===== src/rtl/ovl_rd_ack_queue.sv =====
// Circular-buffer queue with a handshaked, fixed-latency read port.
// A read request is accepted in IDLE, waits ACK_LAT cycles, then pops one entry and pulses rd_ack.
module ovl_rd_ack_queue #(
    parameter int unsigned WIDTH   = 8,
    parameter int unsigned DEPTH   = 4,
    parameter int unsigned ACK_LAT = 2
) (
    input  logic                     clock,
    input  logic                     reset,
    input  logic                     wr_en,
    input  logic [WIDTH-1:0]         wr_data,
    input  logic                     rd,
    output logic                     rd_ack,
    output logic [WIDTH-1:0]         rd_data,
    output logic                     empty,
    output logic                     full,
    output logic [$clog2(DEPTH):0]   count,
    output logic                     overflow,
    output logic                     busy
);

    localparam int unsigned PW = $clog2(DEPTH);
    localparam int unsigned CW = PW + 1;
    localparam int unsigned LW = $clog2(ACK_LAT + 1);

    typedef enum logic [1:0] {
        S_IDLE = 2'd0,
        S_WAIT = 2'd1,
        S_ACK  = 2'd2
    } state_t;

    state_t             state_q;
    logic [LW-1:0]      lat_q;
    logic [PW-1:0]      wr_ptr_q, wr_ptr_d;
    logic [PW-1:0]      rd_ptr_q, rd_ptr_d;
    logic [CW-1:0]      count_q, count_d;
    logic [WIDTH-1:0]   rd_data_q;
    logic               rd_ack_q;
    logic               overflow_q;
    logic [WIDTH-1:0]   mem_q [DEPTH];

    logic               full_w;
    logic               empty_w;
    logic               push;
    logic               accept;
    logic               pop;

    assign full_w  = (count_q == CW'(DEPTH));
    assign empty_w = (count_q == '0);
    assign push    = wr_en && !full_w;
    assign accept  = (state_q == S_IDLE) && rd && !empty_w;

    // The pop edge is the edge that enters ACK: straight from IDLE when
    // ACK_LAT is 1, otherwise from WAIT once the latency counter hits 1.
    assign pop = (accept && (ACK_LAT == 1)) ||
                 ((state_q == S_WAIT) && (lat_q == LW'(1)));

    always_comb begin
        wr_ptr_d = wr_ptr_q;
        rd_ptr_d = rd_ptr_q;
        count_d  = count_q;
        if (push) begin
            wr_ptr_d = wr_ptr_q + PW'(1);
        end
        if (pop) begin
            rd_ptr_d = rd_ptr_q + PW'(1);
        end
        count_d = count_q + CW'(push) - CW'(pop);
    end

    always_ff @(posedge clock) begin
        if (push) begin
            mem_q[wr_ptr_q] <= wr_data;
        end
    end

    always_ff @(posedge clock or posedge reset) begin
        if (reset) begin
            state_q    <= S_IDLE;
            lat_q      <= '0;
            wr_ptr_q   <= '0;
            rd_ptr_q   <= '0;
            count_q    <= '0;
            rd_data_q  <= '0;
            rd_ack_q   <= 1'b0;
            overflow_q <= 1'b0;
        end else begin
            wr_ptr_q   <= wr_ptr_d;
            rd_ptr_q   <= rd_ptr_d;
            count_q    <= count_d;
            overflow_q <= wr_en && full_w;
            rd_ack_q   <= pop;
            if (pop) begin
                rd_data_q <= mem_q[rd_ptr_q];
            end
            case (state_q)
                S_IDLE: begin
                    if (accept) begin
                        if (ACK_LAT == 1) begin
                            state_q <= S_ACK;
                        end else begin
                            state_q <= S_WAIT;
                            lat_q   <= LW'(ACK_LAT - 1);
                        end
                    end
                end
                S_WAIT: begin
                    if (lat_q == LW'(1)) begin
                        state_q <= S_ACK;
                    end else begin
                        lat_q <= lat_q - LW'(1);
                    end
                end
                S_ACK: begin
                    state_q <= S_IDLE;
                end
                default: begin
                    state_q <= S_IDLE;
                end
            endcase
        end
    end

    assign rd_ack   = rd_ack_q;
    assign rd_data  = rd_data_q;
    assign empty    = empty_w;
    assign full     = full_w;
    assign count    = count_q;
    assign overflow = overflow_q;
    assign busy     = (state_q != S_IDLE);

endmodule


===== config.mk =====
export PLATFORM = sky130hd
export DESIGN_NAME = ovl_rd_ack_queue
export DESIGN_NICKNAME = d
export VERILOG_FILES = /design/src/rtl/ovl_rd_ack_queue.sv
export SDC_FILE = /design/constraint.sdc
export NUM_CORES = 1
export LEC_CHECK = 0
export BUFFER_PORTS_ARGS = -buffer_cell sky130_fd_sc_hd__buf_2
export CORE_AREA = 2 2 72 74
export DETAILED_ROUTE_END_ITERATION = 8
export DIE_AREA = 0 0 74 76
export PLACE_DENSITY = 0.64
export SLEW_MARGIN = 20
export SYNTH_ARGS = -nofsm -noshare
export SYNTH_HDL_FRONTEND = slang
export SYNTH_SLANG_ARGS = --single-unit
export TNS_END_PERCENT = 30

===== constraint.sdc =====
create_clock -name clock -period 2.28 [get_ports clock]
set_input_delay 0 -clock clock [delete_from_list [all_inputs] [get_ports clock]]
set_output_delay 0 -clock clock [all_outputs]
set_load 0.005 [all_outputs]

=== After elaboration in Yosys (flattened, before gate mapping) ===
Memory sizes are Yosys's and may differ from the RTL's. A register that Yosys moved wholly into a read port is not among the register bits.
Cells that the tools add are included.

* Equal/unequal tests: 6
* Mux-type cells: 7
* Add/sub/neg operators: 5
* Reductions and logical operators: 13

{| class="wikitable"
|+ Operator list
! operator !! number
|-
| 2-bit case mux with 2 select lines || 2
|-
| 2-bit 2-to-1 mux || 3
|-
| 1-bit logical AND || 5
|-
| 2-bit by 1-bit adder with 2-bit output (second input constant) || 2
|-
| 2-bit by 1-bit equality test with 1-bit output (second input constant) || 2
|-
| 2-bit inequality test (second input constant) || 2
|-
| 2-bit nonzero test || 2
|-
| 3-bit by 1-bit adder with 3-bit output || 1
|-
| 3-bit equality test (second input constant) || 1
|-
| 3-bit logical NOT || 1
|-
| 3-bit AND reduction || 1
|-
| 3-bit by 1-bit subtractor with 3-bit output || 1
|-
| 1-bit logical NOT || 2
|-
| 2-bit logical NOT || 1
|-
| 1-bit 2-to-1 mux || 2
|-
| 2-bit by 1-bit inequality test with 1-bit output (second input constant) || 1
|-
| 2-bit AND reduction || 1
|-
| 2-bit by 1-bit subtractor with 2-bit output (second input constant) || 1
|}

* Register bits after elaboration: 13
* Logic and storage cells: 39
* Memories kept: 1
* Bits in writable memories: 32
* Output and inout bits: 16
* Input bits: 12

{| class="wikitable"
|+ Memory list
! name !! words !! width !! read ports !! clocked after memory_dff !! wr ports !! line !! text
|-
| mem_q || 4 || 8 || 1 || 1 || 1 || 40 || <nowiki>logic [WIDTH-1:0] mem_q [DEPTH];</nowiki>
|}

=== Depth between registers and ports, before layout ===
Gate-level depths: netlist of run 1.

* Depth in word-level cells: 5
* Depth in mapped cells: 9
* Mapped depth without buffers: 9

=== Worst setup path before layout of run 1 ===
OpenSTA, ideal clock, no wires.

* Path type: reg-to-reg
* Start point: register count_q[1], in the netlist count[1]
* End point: register count_q[2], in the netlist count[2]
* Path buffers: 1
* Data arrival time: 1.838 ns
* Stages on the path, launching flop included: 10
* Clock period less this slack: 1.968 ns
* Library setup time: 0.130 ns
* Slack: 0.312 ns
* Data required time: 2.150 ns
* Cell sequence: dfrtp_1 nor3b_4 nor2b_1 buf_6 xnor2_1 ha_1 inv_1 fa_1 xnor2_1 xnor2_1

* Word-level cells in the longest chain between the ends: 5

{| class="wikitable"
|+ Ends and longest elaborated chain
! element !! line !! text
|-
| start, declared || 36 || <nowiki>logic [CW-1:0] count_q, count_d;</nowiki>
|-
| start signal, assigned || 90 || <nowiki>count_q <= count_d;</nowiki>
|-
| 3-bit equality test || 48 || <nowiki>assign full_w = (count_q == CW'(DEPTH));</nowiki>
|-
| net full || 16 || <nowiki>output logic full,</nowiki>
|-
| 1-bit logical NOT || 50 || <nowiki>assign push = wr_en && !full_w;</nowiki>
|-
| 1-bit logical AND || 50 ||
|-
| 3-bit by 1-bit adder with 3-bit output || 68 || <nowiki>count_d = count_q + CW'(push) - CW'(pop);</nowiki>
|-
| 3-bit by 1-bit subtractor with 3-bit output || 68 ||
|-
| net count_d[2] || 36 ||
|}

The timed path passes the listed nets, and every way through them passes these cells.
A chain may end at the register's enable or synchronous reset.

=== Worst setup path after layout of run 1 ===
* Start point: register count_q[1], in the netlist count[1]
* End point: register count_q[2], in the netlist count[2]

* Word-level cells in the longest chain between the ends: 5

{| class="wikitable"
|+ Ends and longest elaborated chain
! element !! line
|-
| 3-bit equality test || 48
|-
| 1-bit logical NOT || 50
|-
| 1-bit logical AND || 50
|-
| 3-bit by 1-bit adder with 3-bit output (*) || 68
|-
| 3-bit by 1-bit subtractor with 3-bit output (*) || 68
|-
| net count_d[2] || 36
|}

The timed path passes the listed nets; every way through them passes the cells marked *.

==> results of run 1 <==
## kinds of logic after synthesis
| group | share of synthesized area |
|---|---|
| compound gates | 0.0397 |
| xor+xnor | 0.0207 |
| fa+ha+maj | 0.0450 |
| buf+inv | 0.0314 |
| flops | 0.704 |
| mux | 0.0812 |
| simple gates | 0.0782 |
## final cells by class
type | count | area share
Tap cell | 70 | 0.0345
Multi-Input combinational cell | 68 | 0.220
Timing Repair Buffer | 40 | 0.102
Clock inverter | 3 | 0.0173
Sequential cell | 53 | 0.586
Clock buffer | 5 | 0.0271
Inverter | 9 | 0.0133
## final timing paths
kind | depth (start not counted) | endpoint | from
worst max-delay path | 8 | count[2]$_DFF_PP0_ | count[1]$_DFF_PP0_
worst min-delay path | 3 | state_q[0]$_DFFE_PP0P_ | rd
worst max register to register | 8 | count[2]$_DFF_PP0_ | count[1]$_DFF_PP0_
worst min register to register | 2 | rd_data[3]$_DFFE_PP0P_ | rd_data[3]$_DFFE_PP0P_
max in group asynchronous | 3 | rd_data[2]$_DFFE_PP0P_ | reset
min in group asynchronous | 3 | rd_data[0]$_DFFE_PP0P_ | reset
## synth_stat cells, drive strengths merged, types with 2 or more instances
| cell | count |
|---|---|
| nor3b | 2 |
| and2 | 6 |
| nor2 | 3 |
| xnor2 | 5 |
| o221ai | 8 |
| edfxtp | 32 |
| mux2i | 16 |
| inv | 9 |
| buf | 4 |
| nand2 | 12 |
| dfrtp | 21 |
| ha | 6 |
## stage by stage
step | instance area [um2] | util
floorplan | 2110 | -
global placement | 2320 | 0.473
detailed placement | 2320 | 0.473
CTS | 2540 | 0.517
global route | 2540 | 0.517
finish | 2540 | 0.517
## registers in the layout, indices dropped and copies added (netlist names)
register	count
lat_q	2
rd_ack	1
wr_ptr_q	2
rd_ptr_q	2
rd_data	8
count	3
state_q	2
mem_q	32
overflow	1
## worst max-delay path, cell delays in order, from the launching register on
cell	delay (ps)
sky130_fd_sc_hd__dfrtp_1	480
sky130_fd_sc_hd__nor3b_4	250
sky130_fd_sc_hd__nor2b_1	110
sky130_fd_sc_hd__xnor2_1	180
sky130_fd_sc_hd__ha_1	180
sky130_fd_sc_hd__inv_1	50
sky130_fd_sc_hd__fa_1	380
sky130_fd_sc_hd__xnor2_1	150
sky130_fd_sc_hd__xnor2_1	130
## placed cells by master (no fill, tap or decap), drive strengths merged
master,Yosys,layout
o221ai,8,8
and2,6,6
nand3b,1,1
nor2b,1,1
nor3,1,1
clkinv,0,1
clkbuf,1,5
a21oi,1,1
mux2i,16,16
mux2,1,1
nand2b,1,1
inv,9,10
xnor2,5,5
a22o,1,1
or3b,1,1
nand2,12,12
bufinv,0,1
dlygate4sd3,0,10
or2,1,1
dfrtp,21,21
edfxtp,32,32
nor3b,2,2
buf,4,30
nor2,3,3
fa,1,1
ha,6,6
## power groups by stage
| stage | registers [mW] | clock network [mW] | logic [mW] |
|---|---|---|---|
| 2_1_floorplan | 1.47 | 0 | 0.678 |
| 3_3_place_gp | 1.51 | 0 | 0.917 |
| 3_5_place_dp | 1.52 | 0 | 0.954 |
| 4_1_cts | 1.50 | 0.647 | 0.980 |
| 5_1_grt | 1.53 | 0.688 | 1.08 |
| 6_report | 1.50 | 0.631 | 0.956 |
## routing by layer
metal  GRT usage  up-vias  share of wire
met5           0        -              0
met4      0.0600        0        0.00056
met3      0.0357        2          0.048
met2       0.240       25           0.55
met1       0.154      560           0.40
li1            -      564              -
==> PnR_summary.wiki, run 1 <==
{| class="wikitable"
! Metric !! Value
|-
| Final number of max-transition violations || 0
|-
| Number of enable flip-flop cells after synthesis || 32
|-
| Antenna violations before repair || 0
|-
| Main synth FF type || sky130_fd_sc_hd__edfxtp_1
|-
| Mean instance size in the synthesized netlist || 15.6 um2
|-
| DR pass1 iterations || 4
|-
| Initial Utilization || 0.430
|-
| Leakage component of the power || between 1 and 1.5 nW
|-
| Via count || ~1200
|-
| Worst Hold Class || primary input to register
|-
| Number of global-route vias before repair || 1222
|-
| Placed wire-length estimate after detailed placement || 2.41 mm
|-
| Fraction of registers with async set/reset || 0.396
|-
| Library cell used as clock root buffer || sky130_fd_sc_hd__clkbuf_8
|-
| Element type at the critical path end || register
|-
| Max Buffers Root-to-Sink || 2
|-
| Peak VDD IR || 0.444 mV
|-
| Internal reg-to-reg setup slack || roughly 250 ps
|-
| Number of flip-flops and latches in the synthesized netlist || 53
|-
| Placeable core region || 4910 um2
|-
| Largest net degree at the start of global routing || 22
|-
| Startpoint types || register
|-
| Y dimension of the die || 76 um
|-
| Number of max-cap violations || 0
|-
| Clock tree from TritonCTS || done
|-
| Global route total overflow || 0
|-
| Time the worst path needs with I/O delays and setup || 2030 ps
|-
| Number of antenna-violating nets in the routed design || 0
|-
| Num CTS Buffers || 5
|-
| Switch share || 0.313
|-
| Number of hold-repair buffers added at the cts stage || 10
|-
| Initial drt markers || 54
|-
| Std cell rows || 26
|-
| Design internal power || ~2.1 mW
|-
| Source-to-sink clock delay at the later pin of the worst-skew pair || 310 ps
|-
| Outcome || finished, final reports clean
|-
| Worst setup margin || 247 ps
|-
| Leading area contributor after synthesis || sky130_fd_sc_hd__edfxtp_1
|-
| Max FO, Critical Path || 5
|-
| Critical path type || register to register
|-
| Critical path data required time || ~2500 ps
|-
| Area grow syn2layout || 20.1%
|-
| Setup repair after global routing missed its margin || no
|-
| Area of the multi-input gates || between 500 and 600 um2
|-
| Net switching component of the power || slightly below 1 mW
|-
| Proportion of synthesized chip area in sequential cells || 0.704
|-
| Register clock-pin slew on the reported worst setup and hold paths || 90 ps
|-
| Power per standard cell area || 1220 nW/um2
|-
| Synth top area cells || sky130_fd_sc_hd__edfxtp_1 45%, sky130_fd_sc_hd__dfrtp_1 25%, sky130_fd_sc_hd__mux2i_1 7.6%
|-
| Number of distinct library cells after synthesis || 26
|-
| PortBufs || 27
|-
| Number of setup violations in the final report || 0
|-
| Share of Yosys cell area claimed by the top area cell type || 0.455
|-
| Arrival time of the worst setup path || around 2200 ps
|-
| Placed Cells || 230
|-
| Overall Global Routing Usage || 0.138
|-
| Seq. cell area || 1490 um2
|-
| Part of the total power dissipated in combinational logic || 0.310
|-
| Number of hold violations in the final report || 0
|-
| IO Count || 28
|-
| Mapped Cells || 135
|-
| Average wire per cell in the routed design || 14.3 um
|-
| Summed instance area of the synthesized netlist || roughly 2100 um2
|-
| Final weighted congestion in routability-driven placement || 0.780
|-
| Largest clock skew in the final design || between 10 and 15 ps
|-
| Share of the clock period used by the worst path after layout || 0.892
|-
| Chip Width || ~74 um
|-
| Hold slack final || 108 ps
|-
| Cts repair resizes || 0
|-
| Proportion of power drawn by flip-flops and latches || 0.485
|-
| Top achievable clock speed || 0.492 GHz
|-
| Number of H-tree levels || 2
|-
| Clock power share || 0.205
|-
| Number of remaining DRC errors || 0
|-
| Slew at the pin with the worst max-slew slack || slightly above 800 ps
|-
| Total power of the final layout || ~3.1 mW
|-
| Final-stage net count || 196
|-
| Warnings, synthesis || 0
|-
| First-pass GRT wire length || approximately 5.7 mm
|-
| Placement-stage worst setup slack || roughly 260 ps
|-
| Diode insertion count for antenna repair || 0
|-
| Final Non-Filler Cells || 248
|-
| Clock sink count || 53
|-
| Accumulated negative setup slack || 0 ps
|-
| Net count of the mapped netlist || 154
|-
| Fraction of final layout cells with drive strength greater than 1 || 0.236
|-
| Buffers inserted by post-CTS timing repair || 0
|-
| Worst-case headroom to the max-slew limit || 0.445
|-
| Area enclosed by the die boundary || approximately 5600 um2
|-
| Total wire length after detailed routing || 3.55 mm
|-
| Via/cell ratio || 4.64
|-
| Number of filler cells placed in the layout || 413
|}
Note: power is estimated with default switching activity, not from simulation.
==> inputs of run 2 (changes only) <==
ABC_AREA = 1   (was unset)
CORE_AREA = 2 2 75 77   (was 2 2 72 74)
DIE_AREA = 0 0 77 79   (was 0 0 74 76)
==> PnR_summary.wiki, run 2 <==
{| class="wikitable"
! Metric !! Value
|-
| Outcome || finished, final reports clean (unchanged)
|-
| Std cell rows || 27 (was 26)
|-
| Worst Hold Class || primary input to register (unchanged)
|-
| Startpoint of the worst-slack reg-to-reg timing path || count[1]$_DFF_PP0_ (unchanged)
|-
| Num CTS Buffers || 5 (unchanged)
|-
| Destination of the worst register-to-register timing path || count[2]$_DFF_PP0_ (unchanged)
|-
| Combinational family with the most area after synthesis || simple AND/OR/NAND/NOR gates (was multiplexers)
|-
| HP Start || rd (unchanged)
|-
| Time the worst path needs with I/O delays and setup || 2050 ps (was 2030 ps)
|-
| Leading area contributor after synthesis || sky130_fd_sc_hd__edfxtp_1 (unchanged)
|-
| Average wire per cell in the routed design || 11.3 um (was 14.3 um)
|-
| Total wire length after detailed routing || 3.89 mm (was 3.55 mm)
|-
| Number of flip-flops under the largest register name || 32 (unchanged)
|-
| Diode insertion count for antenna repair || 0 (unchanged)
|-
| Fraction of the mapped netlist area in adder cells || 0.0409 (was 0.0450)
|-
| Number of H-tree levels || 2 (unchanged)
|-
| Placement-stage worst setup slack || 242 ps (was 257 ps)
|-
| Power per standard cell area || 1200 nW/um2 (was 1220 nW/um2)
|-
| Commonest cells after routing, fill and taps aside || 87 x sky130_fd_sc_hd__nand2_1, 37 x sky130_fd_sc_hd__inv_1, 32 x sky130_fd_sc_hd__edfxtp_1 (was 32 x sky130_fd_sc_hd__edfxtp_1, 27 x sky130_fd_sc_hd__buf_2, 21 x sky130_fd_sc_hd__dfrtp_1)
|-
| Via/cell ratio || 4.36 (was 4.64)
|-
| Summed instance area of the synthesized netlist || 2320 um2 (was 2110 um2)
|-
| Post-synthesis share of cell area spent on and, or, nand and nor gates || 0.198 (was 0.0782)
|-
| Element type at the critical path end || register (unchanged)
|-
| Synthesized-area fraction occupied by ao, oa, aoi and oai cells || 0.00431 (was 0.0397)
|-
| Final number of max-transition violations || 0 (unchanged)
|-
| Final-stage net count || 290 (was 196)
|-
| Clock tree from TritonCTS || done (unchanged)
|-
| Fraction of registers with async set/reset || 0.396 (unchanged)
|-
| Mean instance size in the synthesized netlist || 10.3 um2 (was 15.6 um2)
|-
| Share of Yosys cell area claimed by the top area cell type || 0.414 (was 0.455)
|-
| Antenna violations before repair || 0 (unchanged)
|-
| Number of hold violations in the final report || 0 (unchanged)
|-
| Startpoint types || register (unchanged)
|-
| Number of remaining DRC errors || 0 (unchanged)
|-
| Area of the multi-input gates || 624 um2 (was 559 um2)
|-
| Largest clock skew in the final design || 7.88 ps (was 11.4 ps)
|-
| Leading post-synthesis cells by instance count || 87 x sky130_fd_sc_hd__nand2_1, 37 x sky130_fd_sc_hd__inv_1, 32 x sky130_fd_sc_hd__edfxtp_1 (was 32 x sky130_fd_sc_hd__edfxtp_1, 21 x sky130_fd_sc_hd__dfrtp_1, 16 x sky130_fd_sc_hd__mux2i_1)
|-
| Library cell used as clock root buffer || sky130_fd_sc_hd__clkbuf_8 (unchanged)
|-
| Net count of the mapped netlist || 245 (was 154)
|-
| First-pass GRT wire length || 6.61 mm (was 5.66 mm)
|-
| Area of all placed cells without fillers || 2710 um2 (was 2540 um2)
|-
| PortBufs || 27 (unchanged)
|-
| Area enclosed by the die boundary || 6080 um2 (was 5620 um2)
|-
| Max FO, Critical Path || 8 (was 5)
|-
| XOR/XNOR Fraction of Synth Area || 0.0259 (was 0.0207)
|-
| Register clock-pin slew on the reported worst setup and hold paths || 90 ps (about the same)
|-
| Y dimension of the die || 79 um (was 76 um)
|-
| Most common library cell in the layout ignoring fill and taps || sky130_fd_sc_hd__nand2_1 (was sky130_fd_sc_hd__edfxtp_1)
|-
| Cts repair resizes || 0 (unchanged)
|-
| Multiplexer share of the synthesized area || 0 (was 0.0812)
|-
| Critical path data required time || 2510 ps (was 2470 ps)
|-
| Mapped Cells || 226 (was 135)
|-
| Placed wire-length estimate after detailed placement || 2.66 mm (was 2.41 mm)
|-
| Share of the clock period used by the worst path after layout || 0.898 (was 0.892)
|-
| Top achievable clock speed || 0.488 GHz (was 0.492 GHz)
|-
| Via count || 1496 (was 1151)
|-
| DR pass1 iterations || 4 (unchanged)
|-
| Peak VDD IR || 0.448 mV (was 0.444 mV)
|-
| Number of setup violations in the final report || 0 (unchanged)
|-
| Warnings, synthesis || 0 (unchanged)
|-
| Seq. cell area || 1490 um2 (unchanged)
|-
| Util after Layout || 0.508 (was 0.517)
|-
| Number of distinct library cells after synthesis || 21 (was 26)
|-
| Worst setup margin || 233 ps (was 247 ps)
|-
| Slew at the pin with the worst max-slew slack || 783 ps (was 832 ps)
|-
| Fraction of final layout cells with drive strength greater than 1 || 0.170 (was 0.236)
|-
| Buffers inserted by post-CTS timing repair || 0 (unchanged)
|-
| Synth top area cells || sky130_fd_sc_hd__edfxtp_1 41%, sky130_fd_sc_hd__dfrtp_1 23%, sky130_fd_sc_hd__nand2_1 14% (was sky130_fd_sc_hd__edfxtp_1 45%, sky130_fd_sc_hd__dfrtp_1 25%, sky130_fd_sc_hd__mux2i_1 7.6%)
|-
| Chip Width || 77 um (was 74 um)
|-
| Arrival time of the worst setup path || 2270 ps (was 2230 ps)
|-
| Final weighted congestion in routability-driven placement || 0.726 (was 0.780)
|-
| Internal reg-to-reg setup slack || 230 ps (was 250 ps)
|-
| Main synth FF type || sky130_fd_sc_hd__edfxtp_1 (unchanged)
|-
| Global route total overflow || 0 (unchanged)
|-
| Source-to-sink clock delay at the later pin of the worst-skew pair || 300 ps (was 310 ps)
|-
| Initial Utilization || 0.435 (was 0.430)
|-
| Initial drt markers || 73 (was 54)
|-
| Accumulated negative setup slack || 0 ps (unchanged)
|-
| Setup repair after global routing missed its margin || no (unchanged)
|-
| Number of global-route vias before repair || 1406 (was 1222)
|-
| Total power of the final layout || 3.25 mW (was 3.08 mW)
|-
| Number of max-cap violations || 0 (unchanged)
|-
| Worst hold path depth || 5 (was 3)
|-
| Top reg by flops || mem_q (unchanged)
|-
| Proportion of synthesized chip area in sequential cells || 0.640 (was 0.704)
|-
| Worst-case headroom to the max-slew limit || 0.478 (was 0.445)
|-
| Count leader, synth || sky130_fd_sc_hd__nand2_1 (was sky130_fd_sc_hd__edfxtp_1)
|-
| Clock sink count || 53 (unchanged)
|-
| Post-place instance area || 2540 um2 (was 2320 um2)
|-
| Critical path type || register to register (unchanged)
|-
| Largest net degree at the start of global routing || 22 (unchanged)
|-
| IO Count || 28 (unchanged)
|-
| Number of antenna-violating nets in the routed design || 0 (unchanged)
|-
| Number of hold-repair buffers added at the cts stage || 10 (unchanged)
|-
| Placeable core region || 5340 um2 (was 4910 um2)
|-
| Overall Global Routing Usage || 0.143 (was 0.138)
|-
| Number of filler cells placed in the layout || 516 (was 413)
|-
| Area grow syn2layout || 16.8% (was 20.1%)
|-
| Number of flip-flops and latches in the synthesized netlist || 53 (unchanged)
|-
| Leakage component of the power || 1.35 nW (was 1.08 nW)
|-
| Max Buffers Root-to-Sink || 2 (unchanged)
|-
| Hold EP || state_q[0]$_DFFE_PP0P_ (unchanged)
|-
| Worst-case reg-to-reg path depth || 9 (was 8)
|-
| Number of enable flip-flop cells after synthesis || 32 (unchanged)
|}
==> run 2: changes by cell type after synthesis, sizes merged, moves of 2 or more <==
cell	before	now
nand2	12	91
and2	6	0
nand3	0	12
nor3b	2	0
xnor2	5	2
inv	9	39
nor2	3	9
mux2i	16	0
o221ai	8	0
xor2	0	4
==> run 2: where the power goes <==
group          internal [mW]  switching, mW
clock network          0.208          0.275
registers               1.33          0.204
logic                  0.494          0.746
==> run 2: routing by layer <==
layer / vias up / global-route usage / part of all wire
li1: 781 / - / -
met4: 0 / 0.0536 / 0.0057
met5: - / 0 / 0
met3: 2 / 0.0341 / 0.034
met2: 30 / 0.228 / 0.47
met1: 683 / 0.191 / 0.49
==> run 2: logic make-up after synthesis <==
group | Yosys count
simple gates | 113
flops | 53
buf+inv | 45
fa+ha+maj | 7
xor+xnor | 6
compound gates | 2
==> run 2: area by class of cell <==
cell class / instances / area share
Clock buffer: 6 / 0.0268
Timing Repair Buffer: 43 / 0.103
Multi-Input combinational cell: 128 / 0.230
Clock inverter: 1 / 0.00138
Inverter: 40 / 0.0572
Tap cell: 72 / 0.0332
Sequential cell: 53 / 0.548
==> run 2: worst max-delay path, stage by stage, from the launching register on <==
cell and delay (ps):
sky130_fd_sc_hd__dfrtp_1 420, sky130_fd_sc_hd__inv_1 120, sky130_fd_sc_hd__nand3_1 160, sky130_fd_sc_hd__nand2_2 190, sky130_fd_sc_hd__xnor2_1 140, sky130_fd_sc_hd__ha_1 160, sky130_fd_sc_hd__inv_1 50, sky130_fd_sc_hd__fa_1 370
sky130_fd_sc_hd__xnor2_1 200, sky130_fd_sc_hd__xor2_1 170
==> run 2: through the flow <==
step           hold WS, ps  cells
5_1_grt                115    343
4_1_cts               73.2    343
3_3_place_gp           182    326
2_1_floorplan        -23.5    226
3_5_place_dp           192    326
6_report              72.6    343
==> run 2: worst max-delay path by stage <==
| stage | startpoint | slack (ps) | cells past startpoint | endpoint |
|---|---|---|---|---|
| finish | count[1]$_DFF_PP0_ | 230 | 9 | count[2]$_DFF_PP0_ |
| global placement | count[1]$_DFF_PP0_ | 350 | 9 | count[2]$_DFF_PP0_ |
| floorplan | count[1]$_DFF_PP0_ | 400 | 9 | count[2]$_DFF_PP0_ |
| detailed placement | count[1]$_DFF_PP0_ | 240 | 9 | count[2]$_DFF_PP0_ |
| global route | count[1]$_DFF_PP0_ | 5 | 9 | count[2]$_DFF_PP0_ |
| CTS | count[1]$_DFF_PP0_ | 220 | 9 | count[2]$_DFF_PP0_ |
==> inputs of run 3 (changes only) <==
RECOVER_POWER = 100   (was unset)
==> PnR_summary.wiki, run 3 (synthesis results as in run 2) <==
{| class="wikitable"
! Metric !! Value
|-
| DR pass1 iterations || 4 (unchanged)
|-
| Largest clock skew in the final design || 8.32 ps (was 7.88 ps)
|-
| Number of hold violations in the final report || 0 (unchanged)
|-
| Time the worst path needs with I/O delays and setup || 2050 ps (about the same)
|-
| Startpoint types || register (unchanged)
|-
| Initial Utilization || 0.435 (unchanged)
|-
| Buffers inserted by post-CTS timing repair || 0 (unchanged)
|-
| Total power of the final layout || 3.20 mW (was 3.25 mW)
|-
| Accumulated negative setup slack || 0 ps (unchanged)
|-
| Critical path type || register to register (unchanged)
|-
| Most common library cell in the layout ignoring fill and taps || sky130_fd_sc_hd__nand2_1 (unchanged)
|-
| First-pass GRT wire length || 6.61 mm (unchanged)
|-
| Peak VDD IR || 0.442 mV (was 0.448 mV)
|-
| Number of H-tree levels || 2 (unchanged)
|-
| Area enclosed by the die boundary || 6080 um2 (unchanged)
|-
| Chip Width || 77 um (unchanged)
|-
| Arrival time of the worst setup path || 2270 ps (about the same)
|-
| Number of global-route vias before repair || 1406 (unchanged)
|-
| Critical Path Start || count[1]$_DFF_PP0_ (unchanged)
|-
| Initial drt markers || 74 (was 73)
|-
| Via count || 1490 (was 1496)
|-
| PortBufs || 27 (unchanged)
|-
| Worst Hold Class || primary input to register (unchanged)
|-
| Final weighted congestion in routability-driven placement || 0.726 (unchanged)
|-
| Number of flip-flops under the largest register name || 32 (unchanged)
|-
| Leakage component of the power || 1.28 nW (was 1.35 nW)
|-
| Final number of max-transition violations || 0 (unchanged)
|-
| Max Buffers Root-to-Sink || 2 (unchanged)
|-
| Worst-case headroom to the max-slew limit || 0.478 (about the same)
|-
| Top achievable clock speed || 0.488 GHz (about the same)
|-
| HP Start || rd (unchanged)
|-
| Number of filler cells placed in the layout || 529 (was 516)
|-
| Source-to-sink clock delay at the later pin of the worst-skew pair || 300 ps (about the same)
|-
| Startpoint of the worst-slack reg-to-reg timing path || count[1]$_DFF_PP0_ (unchanged)
|-
| Library cell used as clock root buffer || sky130_fd_sc_hd__clkbuf_8 (unchanged)
|-
| Power per standard cell area || 1200 nW/um2 (about the same)
|-
| Number of remaining DRC errors || 0 (unchanged)
|-
| Clock tree from TritonCTS || done (unchanged)
|-
| Slew at the pin with the worst max-slew slack || 783 ps (about the same)
|-
| Fraction of final layout cells with drive strength greater than 1 || 0.0923 (was 0.170)
|-
| Critical path data required time || 2510 ps (about the same)
|-
| Max FO, Critical Path || 8 (unchanged)
|-
| Worst setup margin || 232 ps (was 233 ps)
|-
| Commonest cells after routing, fill and taps aside || 87 x sky130_fd_sc_hd__nand2_1, 37 x sky130_fd_sc_hd__inv_1, 32 x sky130_fd_sc_hd__edfxtp_1 (unchanged)
|-
| Std cell rows || 27 (unchanged)
|-
| Register clock-pin slew on the reported worst setup and hold paths || 90 ps (about the same)
|-
| Average wire per cell in the routed design || 11.4 um (was 11.3 um)
|-
| Setup repair after global routing missed its margin || no (unchanged)
|-
| Placeable core region || 5340 um2 (unchanged)
|-
| Final-stage net count || 290 (unchanged)
|-
| Via/cell ratio || 4.34 (was 4.36)
|-
| Global route total overflow || 0 (unchanged)
|-
| IO Count || 28 (unchanged)
|-
| Hold slack final || 74.7 ps (was 72.6 ps)
|-
| Largest net degree at the start of global routing || 22 (unchanged)
|-
| Overall Global Routing Usage || 0.143 (unchanged)
|-
| Area grow syn2layout || 14.9% (was 16.8%)
|-
| Outcome || finished, final reports clean (unchanged)
|-
| Top reg by flops || mem_q (unchanged)
|-
| Number of setup violations in the final report || 0 (unchanged)
|-
| Total wire length after detailed routing || 3.91 mm (was 3.89 mm)
|-
| Y dimension of the die || 79 um (unchanged)
|-
| Placement-stage worst setup slack || 242 ps (unchanged)
|-
| Num CTS Buffers || 5 (unchanged)
|-
| Diode insertion count for antenna repair || 0 (unchanged)
|-
| Element type at the critical path end || register (unchanged)
|-
| Placed wire-length estimate after detailed placement || 2.66 mm (unchanged)
|-
| Antenna violations before repair || 0 (unchanged)
|-
| Number of max-cap violations || 0 (unchanged)
|-
| Number of antenna-violating nets in the routed design || 0 (unchanged)
|-
| Share of the clock period used by the worst path after layout || 0.898 (about the same)
|-
| Clock sink count || 53 (unchanged)
|}
==> run 3: cell types whose count changed in the layout (fill, tap and decap cells not counted) <==
| cell | delta |
|---|---|
| sky130_fd_sc_hd__nor2_1 | +1 |
| sky130_fd_sc_hd__buf_2 | -15 |
| sky130_fd_sc_hd__buf_4 | -5 |
| sky130_fd_sc_hd__nor2_4 | -1 |
| sky130_fd_sc_hd__clkbuf_1 | +20 |
==> run 3: per-stage QoR <==
stage | util | std cells | instance area [um2]
finish | 0.500 | 343 | 2670
global route | 0.500 | 343 | 2670
CTS | 0.508 | 343 | 2710
detailed placement | 0.475 | 326 | 2540
global placement | 0.475 | 326 | 2540
floorplan | - | 226 | 2320
==> run 3: worst max-delay path, cell delays in order, from the launching register on <==
cell                      delay [ps]
sky130_fd_sc_hd__dfrtp_1         430
sky130_fd_sc_hd__inv_1           110
sky130_fd_sc_hd__nand3_1         160
sky130_fd_sc_hd__nand2_2         190
sky130_fd_sc_hd__xnor2_1         140
sky130_fd_sc_hd__ha_1            160
sky130_fd_sc_hd__inv_1            50
sky130_fd_sc_hd__fa_1            370
sky130_fd_sc_hd__xnor2_1         200
sky130_fd_sc_hd__xor2_1          170
==> run 3: what timing repair did <==
item,in CTS,in global routing
endpoints found under the hold margin,54,0
hold buffers,10,0
resized for setup,0,0
setup endpoints to repair,0,0
==> run 3: layout make-up <==
| class | count | area [um2] | area share |
|---|---|---|---|
| inverters | 40 | 155 | 0.0582 |
| well taps | 72 | 90.1 | 0.0338 |
| multi-input cells | 128 | 617 | 0.231 |
| repair buffers | 43 | 243 | 0.0910 |
| flip-flops and latches | 53 | 1490 | 0.557 |
| clock inverters | 1 | 3.75 | 0.00141 |
| clock buffers | 6 | 72.6 | 0.0272 |
==> run 3: per-layer routing <==
| metal | track usage | wire length [um] | vias to the layer above |
|---|---|---|---|
| met2 | 0.228 | 1840 | 26 |
| li1 | - | - | 780 |
| met5 | 0 | 0 | - |
| met4 | 0.0536 | 22 | 0 |
| met3 | 0.0341 | 108 | 2 |
| met1 | 0.191 | 1940 | 682 |
==> run 3: final timing paths <==
check	to	slack, ps	depth (start not counted)
max	count[2]$_DFF_PP0_	230	9
min	state_q[0]$_DFFE_PP0P_	70	5
max reg2reg	count[2]$_DFF_PP0_	230	9
min reg2reg	rd_data[5]$_DFFE_PP0P_	490	2
max in group asynchronous	rd_ptr_q[1]$_DFFE_PP0P_	1410	3
min in group asynchronous	state_q[0]$_DFFE_PP0P_	380	3
==> run 3: power by group <==
group	internal [mW]	leakage, nW	switching, mW
clock	0.208	0.0387	0.277
sequential	1.33	0.551	0.206
combinational	0.448	0.694	0.735
total	1.98	1.28	1.22
